File: src/rtl/pipeline_ctrl.sv
// ---------------------------------------------------------------------------
// pipeline_ctrl
//
// Central stall/flush sequencer for the 5-stage core. It merges the load-use
// request from D, redirects resolved in E, data-memory back-pressure in M and
// multi-cycle execute operations (div/fdiv/fsqrt) into per-stage hold and
// bubble controls. It also issues the start pulse to the multi-cycle unit and
// keeps stall/flush performance counters.
//
// Parameters
//   MC_TIMEOUT  maximum cycles spent waiting for mc_done (>= 2)
//   CNT_W       width of the performance counters
//
// Ports
//   clk                      clock, all state updates on the rising edge
//   rst                      synchronous reset, active-high
//   lwstall                  load-use hazard on the instruction in D
//   redirectE                control transfer in E resolves non-sequential
//   mcopE                    instruction in E is a multi-cycle op
//   mc_done                  multi-cycle result valid (1-cycle pulse)
//   mem_busy                 data memory not ready for the instruction in M
//   stallF/D/E/M             hold the corresponding pipeline register
//   flushD/E/M               load a bubble into the corresponding register
//   mc_start                 launch the multi-cycle unit (1-cycle pulse)
//   mc_busy                  waiting on the multi-cycle unit
//   mc_timeout_err           sticky: a multi-cycle op timed out
//   stall_cycles             cycles with stallF=1 (wrapping)
//   flush_count              redirect events taken (wrapping)
// ---------------------------------------------------------------------------
module pipeline_ctrl #(
    parameter int MC_TIMEOUT = 64,
    parameter int CNT_W      = 32
) (
    input  logic             clk,
    input  logic             rst,
    input  logic             lwstall,
    input  logic             redirectE,
    input  logic             mcopE,
    input  logic             mc_done,
    input  logic             mem_busy,
    output logic             stallF,
    output logic             stallD,
    output logic             stallE,
    output logic             stallM,
    output logic             flushD,
    output logic             flushE,
    output logic             flushM,
    output logic             mc_start,
    output logic             mc_busy,
    output logic             mc_timeout_err,
    output logic [CNT_W-1:0] stall_cycles,
    output logic [CNT_W-1:0] flush_count
);

    localparam int             WCW      = $clog2(MC_TIMEOUT);
    localparam logic [WCW-1:0] LAST_CNT = WCW'(MC_TIMEOUT - 1);

    typedef enum logic {
        RUN     = 1'b0,
        MC_WAIT = 1'b1
    } state_t;

    state_t           state_q, state_d;
    logic [WCW-1:0]   wait_cnt_q, wait_cnt_d;
    logic             err_q, err_d;
    logic [CNT_W-1:0] stall_cnt_q, stall_cnt_d;
    logic [CNT_W-1:0] flush_cnt_q, flush_cnt_d;
    logic             redirect_taken;

    // Next-state and Mealy control outputs. While rst is high everything
    // stays at its default of 0; the register block performs the reset.
    always_comb begin
        stallF         = 1'b0;
        stallD         = 1'b0;
        stallE         = 1'b0;
        stallM         = 1'b0;
        flushD         = 1'b0;
        flushE         = 1'b0;
        flushM         = 1'b0;
        mc_start       = 1'b0;
        redirect_taken = 1'b0;
        state_d        = state_q;
        wait_cnt_d     = wait_cnt_q;
        err_d          = err_q;

        if (!rst) begin
            case (state_q)
                RUN: begin
                    if (mem_busy) begin
                        // Whole pipe frozen; a pending multi-cycle op in E
                        // simply waits and launches once memory is ready.
                        stallF = 1'b1;
                        stallD = 1'b1;
                        stallE = 1'b1;
                        stallM = 1'b1;
                    end else if (mcopE) begin
                        // Hold F/D/E and keep a bubble flowing into M while
                        // the unit works.
                        mc_start   = 1'b1;
                        stallF     = 1'b1;
                        stallD     = 1'b1;
                        stallE     = 1'b1;
                        flushM     = 1'b1;
                        state_d    = MC_WAIT;
                        wait_cnt_d = '0;
                    end else if (redirectE) begin
                        // The D instruction is wrong-path, so a redirect
                        // overrides any load-use request against it.
                        flushD         = 1'b1;
                        flushE         = 1'b1;
                        redirect_taken = 1'b1;
                    end else if (lwstall) begin
                        stallF = 1'b1;
                        stallD = 1'b1;
                        flushE = 1'b1;
                    end
                end

                MC_WAIT: begin
                    if (mc_done || (wait_cnt_q == LAST_CNT)) begin
                        // Release: outputs stay 0 so the E result moves on.
                        state_d = RUN;
                        if (!mc_done) begin
                            err_d = 1'b1;
                        end
                    end else begin
                        stallF     = 1'b1;
                        stallD     = 1'b1;
                        stallE     = 1'b1;
                        flushM     = 1'b1;
                        wait_cnt_d = wait_cnt_q + WCW'(1);
                    end
                end

                default: begin
                    state_d = RUN;
                end
            endcase
        end
    end

    // Performance counters wrap naturally at 2^CNT_W.
    always_comb begin
        stall_cnt_d = stall_cnt_q;
        flush_cnt_d = flush_cnt_q;
        if (stallF) begin
            stall_cnt_d = stall_cnt_q + CNT_W'(1);
        end
        if (redirect_taken) begin
            flush_cnt_d = flush_cnt_q + CNT_W'(1);
        end
    end

    always_ff @(posedge clk) begin
        if (rst) begin
            state_q     <= RUN;
            wait_cnt_q  <= '0;
            err_q       <= 1'b0;
            stall_cnt_q <= '0;
            flush_cnt_q <= '0;
        end else begin
            state_q     <= state_d;
            wait_cnt_q  <= wait_cnt_d;
            err_q       <= err_d;
            stall_cnt_q <= stall_cnt_d;
            flush_cnt_q <= flush_cnt_d;
        end
    end

    assign mc_busy        = (state_q == MC_WAIT);
    assign mc_timeout_err = err_q;
    assign stall_cycles   = stall_cnt_q;
    assign flush_count    = flush_cnt_q;

endmodule
File: config.mk
export PLATFORM = sky130hd
export DESIGN_NAME = pipeline_ctrl
export DESIGN_NICKNAME = d
export VERILOG_FILES = /design/src/rtl/pipeline_ctrl.sv
export SDC_FILE = /design/constraint.sdc
export NUM_CORES = 1
export LEC_CHECK = 0
export CORE_MARGIN = 8
export CORE_UTILIZATION = 45
export DETAILED_ROUTE_END_ITERATION = 12
export PLACE_DENSITY = 0.79
export SLEW_MARGIN = 10
export SYNTH_ARGS = -nofsm -noshare
export SYNTH_HDL_FRONTEND = slang
export SYNTH_SLANG_ARGS = --single-unit
export TNS_END_PERCENT = 1
File: constraint.sdc
create_clock -name clk -period 2.54 [get_ports clk]
set_input_delay 0.508 -clock clk [delete_from_list [all_inputs] [get_ports clk]]
set_output_delay 0.508 -clock clk [all_outputs]
set_load 0.1 [all_outputs]
[Yosys cells after proc, flatten, opt, wreduce, memory -nomap -nowiden]
Cells that the tools add are included.
Storage, ports and cells
  bits in registers: 72
  input bits: 7
Cells by class
  bitwise operators: 2
  muxes and demuxes: 33
  add/subtract/negate cells: 3
  reduce and logical (&&, ||, !) cells: 3
  equal/unequal tests: 4
Operators with widths (count)
  $add 32x1->32 const B: 2
  $mux 1: 26
  $mux 6: 3
  $pmux 6 s2: 1
  $add 6x1->6 const B: 1
  $eq 6x6->1 const B: 1
  $ne 2x2->1 const B: 3
  $pmux 1 s2: 3
  $reduce_and 3->1: 2
  $not 1->1: 2
  $logic_or 1x1->1: 1

[Logic depth before layout (Yosys ltp)]
  word-level depth: 6
  mapped depth: 8
  depth with buffers taken out: 5

[Least setup slack after synthesis]
Ideal clock, no wire load.
  path type: flip-flop to output port
  start: register state_q (netlist: mc_busy)
  end: output port stallF
  stages on the path, launching flop included: 8
  arrival time: 4.438 ns
  data required time: 2.032 ns
  path slack: -2.406 ns
  cells stage by stage: dfxtp_1 -> buf_6 -> or3_1 -> buf_2 -> nor2_1 -> clkbuf_1 -> nor3_1 -> buf_4
On the way
  longest elaborated chain between the ends: 3
RTL lines
  start, declared: line 63  | state_t state_q, state_d;
  start signal, assigned: line 162  | state_q <= state_d;
  $not 1->1
  $pmux 1 s2 (*)
  $mux 1 (*)
  end, declared: line 41  | output logic stallF,
Mark *: on every way between the ends. The rest lies on a longest branch, timed or not.

[Final worst setup path]
  start: input port mem_busy
  end: register flush_cnt_q[27] (netlist: flush_count[27])
On the way
  longest elaborated chain between the ends: 3
RTL lines
  start, declared: line 40  | input logic mem_busy,
  $mux 1: line 89  | if (mem_busy) begin
  $mux 1: line 87  | case (state_q)
  $mux 1: line 86  | if (!rst) begin
  end signal, assigned: line 166  | flush_cnt_q <= flush_cnt_d;
  end, declared: line 67  | logic [CNT_W-1:0] flush_cnt_q, flush_cnt_d;
No other way between the ends.
A chain may end at the register's enable or synchronous reset.

==> impl_metrics.env <==
export IMPL_initial_core_util_pct=46.6
export IMPL_antenna_cells=0
export IMPL_reg2reg_depth=5
export IMPL_htreeDepth=3
export IMPL_r2r_slack_ns=0.12
export IMPL_grt_pass1_vias=3620
export IMPL_rsz0062_at_grt="false"
export IMPL_nets=565
export IMPL_clk_latency_ns=0.34
export IMPL_synth_edff_count=0
export IMPL_crit_family="simple AND/OR/NAND/NOR gates"
export IMPL_worst_path_buf_inv=2
export IMPL_whs_ns=0.491
export IMPL_async_reset_ff_share_pct=0
export IMPL_setup_viol=0
export IMPL_synth_cell_types=40
export IMPL_area_growth_pct=31.6
export IMPL_grt_pass1_wl_um=17500
export IMPL_synth_net_count=476
export IMPL_drc=0
export IMPL_cpPeakStageDelay_ns=0.62
export IMPL_reg2reg_from="mc_busy"
export IMPL_drt_wl_total_um=10800
export IMPL_drive_gt1_share_pct=29.2
export IMPL_path_clk_slew_ns=0.07
export IMPL_crit_path_top_delay_cell="or4b_2"
export IMPL_synth_area_um2=3840
export IMPL_leakagePower_nw=1.87
export IMPL_numPortBuffers=80
export IMPL_synth_area_leaders="dfxtp_1, mux2_2, or4_1, a21oi_1, nor2b_1"
export IMPL_critical_path_required_ns=2.82
export IMPL_vias=3960
export IMPL_synth_cells=466
export IMPL_ys_top_cells_by_count="dfxtp_1, nor2_1, a21oi_1"
export IMPL_gp_congestion=0.814
export IMPL_cp_max_fo=6
export IMPL_synth_seq_cells=72
export IMPL_hold_class="register to register"
export IMPL_cap_violations=0
export IMPL_grt_max_degree=61
export IMPL_hpwl_um=7750
export IMPL_synth_top_area_share_pct=37.5
export IMPL_synth_ff_type="dfxtp_1"
export IMPL_hold_path_startpoint="wait_cnt_q[1]"
export IMPL_critPathCaptureType="register"
export IMPL_crit_type="input pin to register"
export IMPL_r2r_end="flush_count[27]"
export IMPL_dpl_worst_slack_ns=-0.550
export IMPL_yosys_warnings=0
export IMPL_fin_crit_sh_pct=98.5
export IMPL_cp_arrival_ns=2.78
export IMPL_period_needed_ns=2.50
export IMPL_die_w_um=108
export IMPL_io_pins=81
export IMPL_post_drt_wl_per_cell_um=16.3
export IMPL_worst_pin_slew_ns=0.585
export IMPL_cts_buffers=9
export IMPL_ir_drop_mv=0.278
export IMPL_hold_violations=0
export IMPL_yosysMostFrequentCell="dfxtp_1"
export IMPL_cp_start_kind="input pin"
export IMPL_cts_tree="yes"
export IMPL_die_h_um=108
export IMPL_dieArea_um2=11800
export IMPL_core_um2=8260
export IMPL_first_iter_violations=243
export IMPL_setup_slack_ns=0.0375
export IMPL_outcome="complete, no violations"
export IMPL_yosysTopAreaCell="dfxtp_1"
export IMPL_hold_depth=2
export IMPL_drtAntennaViolNets=0
export IMPL_worstHoldEndpoint="wait_cnt_q[1]"
export IMPL_grt_total_usage_pct=18.1
export IMPL_worstPathCellList="dlygate4sd2_1 > or4b_4 > or4_4 > buf_6 > or4b_2 > a21oi_2"
export IMPL_rows=33
export IMPL_grt_antenna_before_repair=0
export IMPL_drt_pass1_iter_count=5
export IMPL_via_per_inst=5.97
export IMPL_relSlewSlack_pct=61.0
export IMPL_maxSlewViolCount=0
export IMPL_clockRootBuffer="clkbuf_8"
export IMPL_grt_overflow=0
export IMPL_power_density_nw_per_um2=444
export IMPL_clock_sinks=72
export IMPL_synth_seq_area_share_pct=37.5
export IMPL_syn_avg_cell_area_um2=8.25
export IMPL_clock_path_buffers=2
export IMPL_clock_fmax_ghz=0.400
export IMPL_fin_worst_skew_ns=0.00684
-- final cells by class --
class                   count  area [um^2]
inverters                   7         26.3
repair buffers            110          963
well taps                 105          131
fillers                   747         3200
multi-input cells         355         2320
flip-flops and latches     72         1450
clock buffers              14          173
-- cells in the final DEF, fill, tap and decap left out, types with 2 or more instances in the layout --
| master | netlist | layout |
|---|---|---|
| buf_12 | 0 | 9 |
| nor3_1 | 7 | 5 |
| clkbuf_8 | 0 | 12 |
| dlymetal6s2s_1 | 0 | 2 |
| mux2_2 | 23 | 23 |
| nor4_1 | 23 | 22 |
| nand4_1 | 21 | 21 |
| nand3b_1 | 3 | 3 |
| inv_1 | 7 | 7 |
| and4_1 | 7 | 7 |
| nor2_1 | 42 | 41 |
| o31ai_1 | 21 | 21 |
| or4_1 | 26 | 23 |
| and3_1 | 11 | 11 |
| and2_1 | 2 | 2 |
| nor4b_1 | 2 | 2 |
| a21oi_2 | 0 | 4 |
| nand2_1 | 24 | 24 |
| xnor2_1 | 6 | 6 |
| or4_4 | 1 | 4 |
| o21ai_0 | 10 | 10 |
| nand2b_1 | 2 | 2 |
| or3_1 | 12 | 11 |
| ha_1 | 3 | 3 |
| nand3_1 | 26 | 26 |
| nor2b_1 | 26 | 26 |
| clkbuf_1 | 23 | 2 |
| a31oi_1 | 3 | 3 |
| xor2_1 | 4 | 4 |
| clkdlybuf4s50_1 | 0 | 2 |
| dfxtp_1 | 72 | 71 |
| buf_4 | 1 | 92 |
| o211ai_1 | 4 | 4 |
| buf_6 | 1 | 3 |
| a21oi_1 | 34 | 30 |
| o41ai_1 | 2 | 2 |
| or4b_2 | 2 | 2 |
-- where the power goes --
part | switching (mW) | internal (mW) | leakage [nW]
Clock | 0.403 | 0.426 | 0.0886
Combinational | 0.187 | 0.0874 | 1.20
Sequential | 0.00823 | 1.14 | 0.581
-- worst max path at each step --
stage / from / endpoint / slack [ns] / cells after the start
3_3_place_gp: mem_busy / flush_count[25] / -0.51 / 6
4_1_cts: mcopE / stallD / 0.01 / 8
2_1_floorplan: wait_cnt_q[0] / stallF / -0.40 / 7
3_5_place_dp: mem_busy / flush_count[25] / -0.55 / 6
6_report: mem_busy / flush_count[27] / 0.04 / 6
5_1_grt: mc_done / flushM / 0.02 / 5
-- per-layer routing --
layer / up-vias / track usage, % / wire length, um / part of all wire [%]
met2: 120 / 28.0 / 5050 / 47
li1: 1929 / - / - / -
met5: - / 0 / 0 / 0
met1: 1890 / 23.3 / 4830 / 45
met3: 21 / 3.81 / 624 / 5.8
met4: 0 / 8.99 / 294 / 2.7
-- logic make-up (layout without fill, tap and decap cells) --
group,Yosys count,count (layout),share of synthesized area [%]
and+or+nand+nor,242,242,36.1
muxes,24,24,7.13
AOI/OAI and AO/OA,76,76,11.8
DFF,72,72,37.5
adders and majority gates,3,3,0.976
buffers and inverters,39,131,4.23
xor gates and xnor gates,10,10,2.28
-- per-stage QoR --
| step | instances | TNS (ns) | total power [mW] | util, % | area (um^2) |
|---|---|---|---|---|---|
| after floorplan | 466 | -4.57 | 1.35 | - | 3900 |
| after global placement | 647 | -6.86 | 1.44 | 58.4 | 4820 |
| after detailed placement | 647 | -8.70 | 1.44 | 58.4 | 4820 |
| after CTS | 662 | 0 | 2.27 | 60.9 | 5030 |
| after global routing | 663 | 0 | 2.33 | 61.3 | 5060 |
| final | 663 | 0 | 2.25 | 61.3 | 5060 |
-- tightest hold or removal path, cell delays in order, from the launching register on --
cell and delay, ns:
dfxtp_1 0.33, nand3_1 0.06, a21oi_1 0.06
-- what timing repair did --
item / CTS / global route
gates resized for setup: 8 / 7
buffers inserted: 1 / 0
setup endpoints to repair: 20 / 14
hold buffers: 0 / 0
pin swaps: 1 / 1
hold endpoints to repair: 0 / 0
gates cloned: 0 / 1
-- registers in the layout, indices dropped and copies added, names as in the netlist --
register / count
stall_cycles: 32
mc_timeout_err: 1
wait_cnt_q: 6
mc_busy: 1
flush_count: 32
Note: power is estimated with default switching activity, not from simulation.
